<file path="config.mk">
export PLATFORM = sky130hd
export DESIGN_NAME = gcd_lcm_unit
export DESIGN_NICKNAME = d
export VERILOG_FILES = /design/src/rtl/gcd_lcm_pkg.sv /design/src/rtl/gcd_div_seq.sv /design/src/rtl/gcd_lcm_unit.sv
export SDC_FILE = /design/constraint.sdc
export NUM_CORES = 2
export LEC_CHECK = 0
export ABC_AREA = 1
export BUFFER_PORTS_ARGS = -buffer_cell sky130_fd_sc_hd__buf_2
export CAP_MARGIN = 20
export CORE_MARGIN = 5
export CORE_UTILIZATION = 55
export CTS_CLUSTER_SIZE = 14
export DETAILED_ROUTE_END_ITERATION = 8
export PLACE_DENSITY = 0.77
export SETUP_SLACK_MARGIN = 0.2
export SLEW_MARGIN = 10
export SYNTH_ARGS = -nofsm -noshare
export SYNTH_HDL_FRONTEND = slang
export SYNTH_SLANG_ARGS = --single-unit
</file>
<file path="constraint.sdc">
create_clock -name clk -period 15.6 [get_ports clk]
set_clock_uncertainty 0.1 [all_clocks]
set_input_delay 1.56 -clock clk [delete_from_list [all_inputs] [get_ports clk]]
set_output_delay 1.56 -clock clk [all_outputs]
set_load 0.02 [all_outputs]
</file>
<file path="src/rtl/gcd_lcm_pkg.sv">
// gcd_lcm_pkg: FSM state encoding and default operand width for gcd_lcm_unit
package gcd_lcm_pkg;
  localparam int DEF_WIDTH = 32;
  typedef enum logic [2:0] {IDLE, CHECK, DIV, QUOT, MUL, DONE} state_t;
endpackage

</file>
<file path="src/rtl/gcd_div_seq.sv">
// gcd_div_seq: restoring divider, start/dividend/divisor in, one-cycle done with quotient/remainder out WIDTH cycles after start
module gcd_div_seq import gcd_lcm_pkg::*; #(
  parameter int WIDTH = DEF_WIDTH
) (
  input  logic             clk,
  input  logic             rst,
  input  logic             start,
  input  logic [WIDTH-1:0] dividend,
  input  logic [WIDTH-1:0] divisor,
  output logic             done,
  output logic [WIDTH-1:0] quotient,
  output logic [WIDTH-1:0] remainder
);
  localparam int CW = $clog2(WIDTH);
  logic [WIDTH-1:0] r, q, d, sr, sq, sd, nr, nq;
  logic [WIDTH:0] trial;
  logic [CW-1:0] cnt;
  logic busy, fit;
  // the start edge already retires the first quotient bit, so done lands exactly WIDTH cycles later
  always_comb begin
    sr = start ? '0 : r;
    sq = start ? dividend : q;
    sd = start ? divisor : d;
    trial = {sr, sq[WIDTH-1]};
    fit = trial >= {1'b0, sd};
    nr = WIDTH'(trial - (fit ? {1'b0, sd} : '0));
    nq = {sq[WIDTH-2:0], fit};
  end
  always_ff @(posedge clk or posedge rst)
    if (rst) begin
      r <= '0;
      q <= '0;
      d <= '0;
      cnt <= '0;
      busy <= 1'b0;
      done <= 1'b0;
    end else begin
      done <= 1'b0;
      if (start) begin
        r <= nr;
        q <= nq;
        d <= divisor;
        cnt <= CW'(WIDTH - 1);
        busy <= 1'b1;
      end else if (busy) begin
        r <= nr;
        q <= nq;
        cnt <= cnt - 1'b1;
        if (cnt == CW'(1)) begin
          busy <= 1'b0;
          done <= 1'b1;
        end
      end
    end
  assign quotient = q;
  assign remainder = r;
endmodule

</file>
<file path="src/rtl/gcd_lcm_unit.sv">
// gcd_lcm_unit: handshaked GCD/LCM engine, in_valid/in_ready/in_a/in_b in, out_valid/out_ready/out_gcd/out_lcm out
module gcd_lcm_unit import gcd_lcm_pkg::*; #(
  parameter int WIDTH = DEF_WIDTH
) (
  input  logic               clk,
  input  logic               rst,
  input  logic               in_valid,
  output logic               in_ready,
  input  logic [WIDTH-1:0]   in_a,
  input  logic [WIDTH-1:0]   in_b,
  output logic               out_valid,
  input  logic               out_ready,
  output logic [WIDTH-1:0]   out_gcd,
  output logic [2*WIDTH-1:0] out_lcm
);
  state_t state, nxt;
  logic [WIDTH-1:0] a_r, b_r, t1, t2, gcd_r, q_r, div_q, div_r;
  logic [2*WIDTH-1:0] lcm_r;
  logic div_start, div_done;
  always_ff @(posedge clk or posedge rst)
    if (rst) state <= IDLE;
    else state <= nxt;
  always_comb begin
    nxt = state;
    case (state)
      IDLE:    nxt = in_valid ? CHECK : IDLE;
      CHECK:   nxt = t2 != '0 ? DIV : t1 != '0 ? QUOT : DONE;
      DIV:     nxt = div_done ? CHECK : DIV;
      QUOT:    nxt = div_done ? MUL : QUOT;
      MUL:     nxt = DONE;
      DONE:    nxt = out_ready ? IDLE : DONE;
      default: nxt = IDLE;
    endcase
  end
  always_comb begin
    in_ready = state == IDLE;
    out_valid = state == DONE;
    div_start = state == CHECK && (t1 | t2) != '0;
  end
  always_ff @(posedge clk or posedge rst)
    if (rst) begin
      a_r <= '0;
      b_r <= '0;
      t1 <= '0;
      t2 <= '0;
      gcd_r <= '0;
      q_r <= '0;
      lcm_r <= '0;
    end else
      case (state)
        IDLE: if (in_valid) begin
          a_r <= in_a;
          b_r <= in_b;
          t1 <= in_a;
          t2 <= in_b;
        end
        CHECK: begin
          if (t2 == '0) gcd_r <= t1;
          if ((t1 | t2) == '0) lcm_r <= '0;
        end
        DIV: if (div_done) begin
          t1 <= t2;
          t2 <= div_r;
        end
        QUOT: if (div_done) q_r <= div_q;
        MUL: lcm_r <= {{WIDTH{1'b0}}, q_r} * {{WIDTH{1'b0}}, b_r};
        default: ;
      endcase
  // remainder steps run t1 / t2; once t2 hits zero the same divider forms a / gcd
  gcd_div_seq #(.WIDTH(WIDTH)) u_div (
    .clk(clk),
    .rst(rst),
    .start(div_start),
    .dividend(t2 != '0 ? t1 : a_r),
    .divisor(t2 != '0 ? t2 : t1),
    .done(div_done),
    .quotient(div_q),
    .remainder(div_r)
  );
  assign out_gcd = gcd_r;
  assign out_lcm = lcm_r;
endmodule
</file>
# After elaboration in Yosys (flattened, before gate mapping)
# Cells that the tools add are included.
# classes
add_sub_neg,2
multipliers,1
magnitude_cmp,1
eq_ne,9
n_mux,33
n_bitwise,1
reduce_logical,15
# op_table
cell,count
2-to-1 mux 32 bit,14
case mux 32 bit (2 select lines),2
case mux 64 bit (2 select lines),1
nonzero test 32 bit,3
logical NOT 32 bit,2
multiplier 32 x 32 -> 64 bit,1
2-to-1 mux 64 bit,1
greater-or-equal comparator 33 x 32 -> 1 bit,1
OR 32 bit,1
subtractor 32 bit,1
case mux 3 bit (6 select lines),1
2-to-1 mux 3 bit,4
2-to-1 mux 5 bit,2
AND reduction 2 bit,4
2-to-1 mux 1 bit,7
== test 3 x 2 -> 1 bit (second input constant),2
== test 3 bit (second input constant),2
nonzero test 2 bit,3
== test 5 x 1 -> 1 bit (second input constant),1
subtractor 5 x 1 -> 5 bit (second input constant),1
inequality test 2 x 1 -> 1 bit (second input constant),2
== test 3 x 1 -> 1 bit (second input constant),1
logical NOT 3 bit,1
AND reduction 3 bit,1
3 further kinds,3
# word_totals
reg_bits,362
input_bits,68
output_inout_bits,98
wordCells,76

# Logic depth before layout (Yosys ltp)
# logic_depth
word_depth,9
depth_mapped,44
depth_no_buf,42

# Modules after synthesis
# From an unflattened synthesis, not the netlist that was laid out.
# unflattened
hier_cells,7087
area_unflattened_um2,54205.7
# modules_own_cells
module,n_inst,cells_each,area_each_um2,seq_area_each_um2
gcd_lcm_unit,1,6132,47082.7,6481.2
gcd_div_seq,1,955,7123.1,2577.5

# Worst setup path after synthesis
# OpenSTA, ideal clock, no wires.
# synth_path
path_type,reg-to-reg
from,reg b_r[9]
to,"reg lcm_r[49], in the netlist out_lcm[49]"
setup_time_ns,0.120
arrival_ns,6.412
t_required_ns,15.380
path_slack_ns,8.968
path_stages_with_launch,30
n_path_buf,2
synth_period_minus_slack_ns,6.632
path_cell_list,dfrtp_1 -> clkbuf_1 -> clkbuf_1 -> nand2_1 -> inv_1 -> fa_1 -> fa_1 -> inv_1 -> fa_1 -> fa_1 -> inv_1 -> fa_1 -> fa_1 -> fa_1 -> inv_1 -> fa_1 -> inv_1 -> ha_1 -> nand2_1 -> nor2_1 -> inv_2 -> nor2_1 -> inv_1 -> nor2_1 -> nand4_1 -> nand3_1 -> a21o_1 -> a21oi_1 -> o21ai_1 -> nand2_1
# synth_between
elab_chain_len,2
# synth_lines
item,line,text
"start, declared",gcd_lcm_unit.sv:17,"logic [WIDTH-1:0] a_r, b_r, t1, t2, gcd_r, q_r, div_q, div_r;"
"start signal, assigned",gcd_lcm_unit.sv:53,b_r <= in_b;
multiplier 32 x 32 -> 64 bit,gcd_lcm_unit.sv:66,"MUL: lcm_r <= {{WIDTH{1'b0}}, q_r} * {{WIDTH{1'b0}}, b_r};"
case mux 64 bit (2 select lines),gcd_lcm_unit.sv:50,case (state)
"end signal, assigned",gcd_lcm_unit.sv:66,
"end, declared",gcd_lcm_unit.sv:18,logic [2*WIDTH-1:0] lcm_r;
# No other way between the ends.
# A chain may end at the register's enable or synchronous reset.

# Worst setup path after layout
# layout_path
from,reg b_r[17]
to,"reg lcm_r[42], in the netlist out_lcm[42]"
# The elaborated chain is that of the path after synthesis.

==> impl_metrics.toml <==
[synthesis]
ys.flop_type = "dfrtp_1"
synthCells = 6786
ys_ff_latch = 362
ys_warn_count = 0
synth_edf_count = 0
yosys-top-cells-count = "inv_1 (1,789), nand2_1 (1,788), fa_1 (897)"
async_flop_share_pct = 100
synth_area_per_cell_um2 = 7.79
synthTopCellsByArea = "fa_1 (34%), dfrtp_1 (17%), inv_1 (13%)"
yosysMostFrequentCell = "inv_1"
synth_top_area_cell = "fa_1"
synth.net_count = 8079
synth_area_um2 = 52900
ys_types = 53
yosysTopAreaCellShare_pct = 33.9
ys_seq_area_share_pct = 17.1

[sta]
fmax_mhz = 127
tightest_slew_ns = 1.15
setup_slack_ns = 7.73
setup_viol = 0
rsz0062_at_grt = "no"
timing.slew.headroom_pct = 23.5
drv_slew = 0
min_period_ns = 7.87
fin_crit_sh_pct = 50.4
hold_violations = 0
tns_ns = 0

[final_layout]
finalNetCount = 8008
area_delta_synth_final_pct = 6.10
final_util_pct = 58.9
n_antenna_cell = 0
stdcell_area_um2 = 56100
num-fill-cells = 8543
drive_gt1_share_pct = 6.49

[clocking]
ctsHoldBuffers = 0
clock_latency_ns = 0.60
cts_root_buf = "clkbuf_16"
post_cts.repair.setup_buffers = 0
cts_resized = 0
cts.clk_slew.worst_paths_ns = 0.07
cts_buffer_depth = 3
cts_buffers = 42
cts_tree = "done"
clock_sinks = 362
h-tree-depth = 2

[floorplanning]
row_count = 113
ios = 166
core-area_um2 = 95300
initial_core_util_pct = 55.5
die_h_um = 320
die_area_um2 = 102000
die_x_um = 320

[critical_path]
end_kind = "register"
rr_startpoint = "b_r[17]"
worstRegToRegCells = 22
start_kind = "register"
required_ns = 15.97
cp.arrival_ns = 8.24
r2r-end = "out_lcm[42]"
cp_max_fo = 22
r2r_setup_slack_ns = 7.73
crit_type = "reg2reg"

[global_routing]
grt_pass1_wl_mm = 249
grt_max_degree = 101
track_usage_pct = 30.5
antenna_found_initial = 3
overflow = 0
grt_pass1_vias = 46782

[route]
antenna_left = 0
drc = 0
avgRoutedWirePerCell_um = 19.3
drt_iter0_drc = 3885
firstDrtPassIters = 6
drt_wl_total_mm = 155
vias = 43994
viasPerCell = 5.49

[power]
leakage_nw = 33.4
power.density_nw_per_um2 = 119
power_mw = 6.66
max-vdd-ir-drop_uv = 164

[worst_hold_path]
hold_path_class = "reg2reg"
hp-start = "a_r[15]"
min_path_cells = 2
min_to = "a_r[15]"

[placement]
dpl_worst_slack_ns = 7.78
gp_congestion = 0.982
placed_cell_area_um2 = 54600
portBuffers = 165
hpwl_mm = 119

[run]
cap_violations = 0

[run_status]
outcome = "completed"
through the flow:
| stage | hold WS, ns | instances |
|---|---|---|
| floorplan | 0.348 | 6786 |
| global placement | 0.350 | 7933 |
| detailed placement | 0.355 | 7935 |
| CTS | 0.372 | 8012 |
| global route | 0.392 | 8013 |
| finish | 0.378 | 8013 |
cell families after synthesis:
kind of cell	after synthesis	share of synthesized area, %
buffers and inverters	2204	15.8
AND/OR/NAND/NOR	2200	16.5
adder cells (fa/ha/maj)	1225	41.7
AO/OA/AOI/OAI	756	8.25
flip-flops	362	17.1
XOR/XNOR	39	0.646
state kept, by name, indices dropped and copies added (netlist names):
name             flops
q_r                 32
out_lcm             64
u_div.cnt            5
b_r                 32
t1                  32
u_div.d             32
u_div.busy           1
state                3
a_r                 32
u_div.quotient      32
out_gcd             32
t2                  32
u_div.done           1
u_div.remainder     32
critical path, stage by stage (launching register included):
cell and delay [ns]:
dfrtp_1 0.73, buf_4 0.44, nand2_1 0.13, fa_1 0.54
fa_1 0.55, inv_1 0.05, fa_1 0.49, fa_1 0.61
fa_1 0.45, fa_1 0.46, fa_1 0.54, inv_1 0.07
fa_1 0.48, inv_1 0.04, ha_1 0.36, nand2_1 0.11
nand2_1 0.08, a31oi_1 0.22, nand2_1 0.11, a21oi_1 0.38
nand3_1 0.30, o21ai_0 0.41, nand2_1 0.09
metal layers:
metal	GRT usage (%)	up-vias	wire length, um
met5	0	-	28
met4	16.1	4	9630
met3	3.38	519	11000
met2	53.1	1988	77300
met1	37.7	21853	56900
li1	-	19630	-
cell type report:
| type | instances | area, um^2 | share of cell area [%] |
|---|---|---|---|
| Tap cell | 1265 | 1580 | 2.82 |
| Sequential cell | 362 | 9060 | 16.1 |
| Clock inverter | 25 | 385 | 0.687 |
| Clock buffer | 52 | 1160 | 2.06 |
| Multi-Input combinational cell | 4220 | 35500 | 63.3 |
| Inverter | 1835 | 6900 | 12.3 |
| Timing Repair Buffer | 254 | 1530 | 2.73 |
how the worst max path moves through the flow:
stage            start  slack (ns)  cells past startpoint           to
3_3_place_gp   b_r[14]        7.82                     22  out_lcm[42]
3_5_place_dp   b_r[17]        7.78                     22  out_lcm[42]
6_report       b_r[17]        7.73                     22  out_lcm[42]
2_1_floorplan      rst        3.89                      1       a_r[0]
5_1_grt         q_r[5]        7.50                     27  out_lcm[24]
4_1_cts        b_r[17]        7.80                     22  out_lcm[42]
power by group:
| part | total, mW | leakage [nW] | internal (mW) | switching [mW] |
|---|---|---|---|---|
| registers | 1.44 | 4.64 | 1.26 | 0.180 |
| logic | 4.11 | 28.0 | 1.27 | 2.84 |
| clock network | 1.10 | 0.747 | 0.655 | 0.449 |
| total | 6.66 | 33.4 | 3.18 | 3.47 |
layout by cell type, fill, tap and decap left out, types with 27 or more instances in the layout:
master     instances
o21ai_1           30
o21ai_0          364
inv_1           1788
buf_2            165
buf_4             86
inv_2             45
o221ai_1          30
xor2_1            27
fa_1             897
nand2_1         1784
nand4_1           33
nand3_1           91
dfrtp_1          362
a21oi_1          155
ha_1             328
clkbuf_16         42
nor2_1           197
o211ai_1          70
Note: power is estimated with default switching activity, not from simulation.
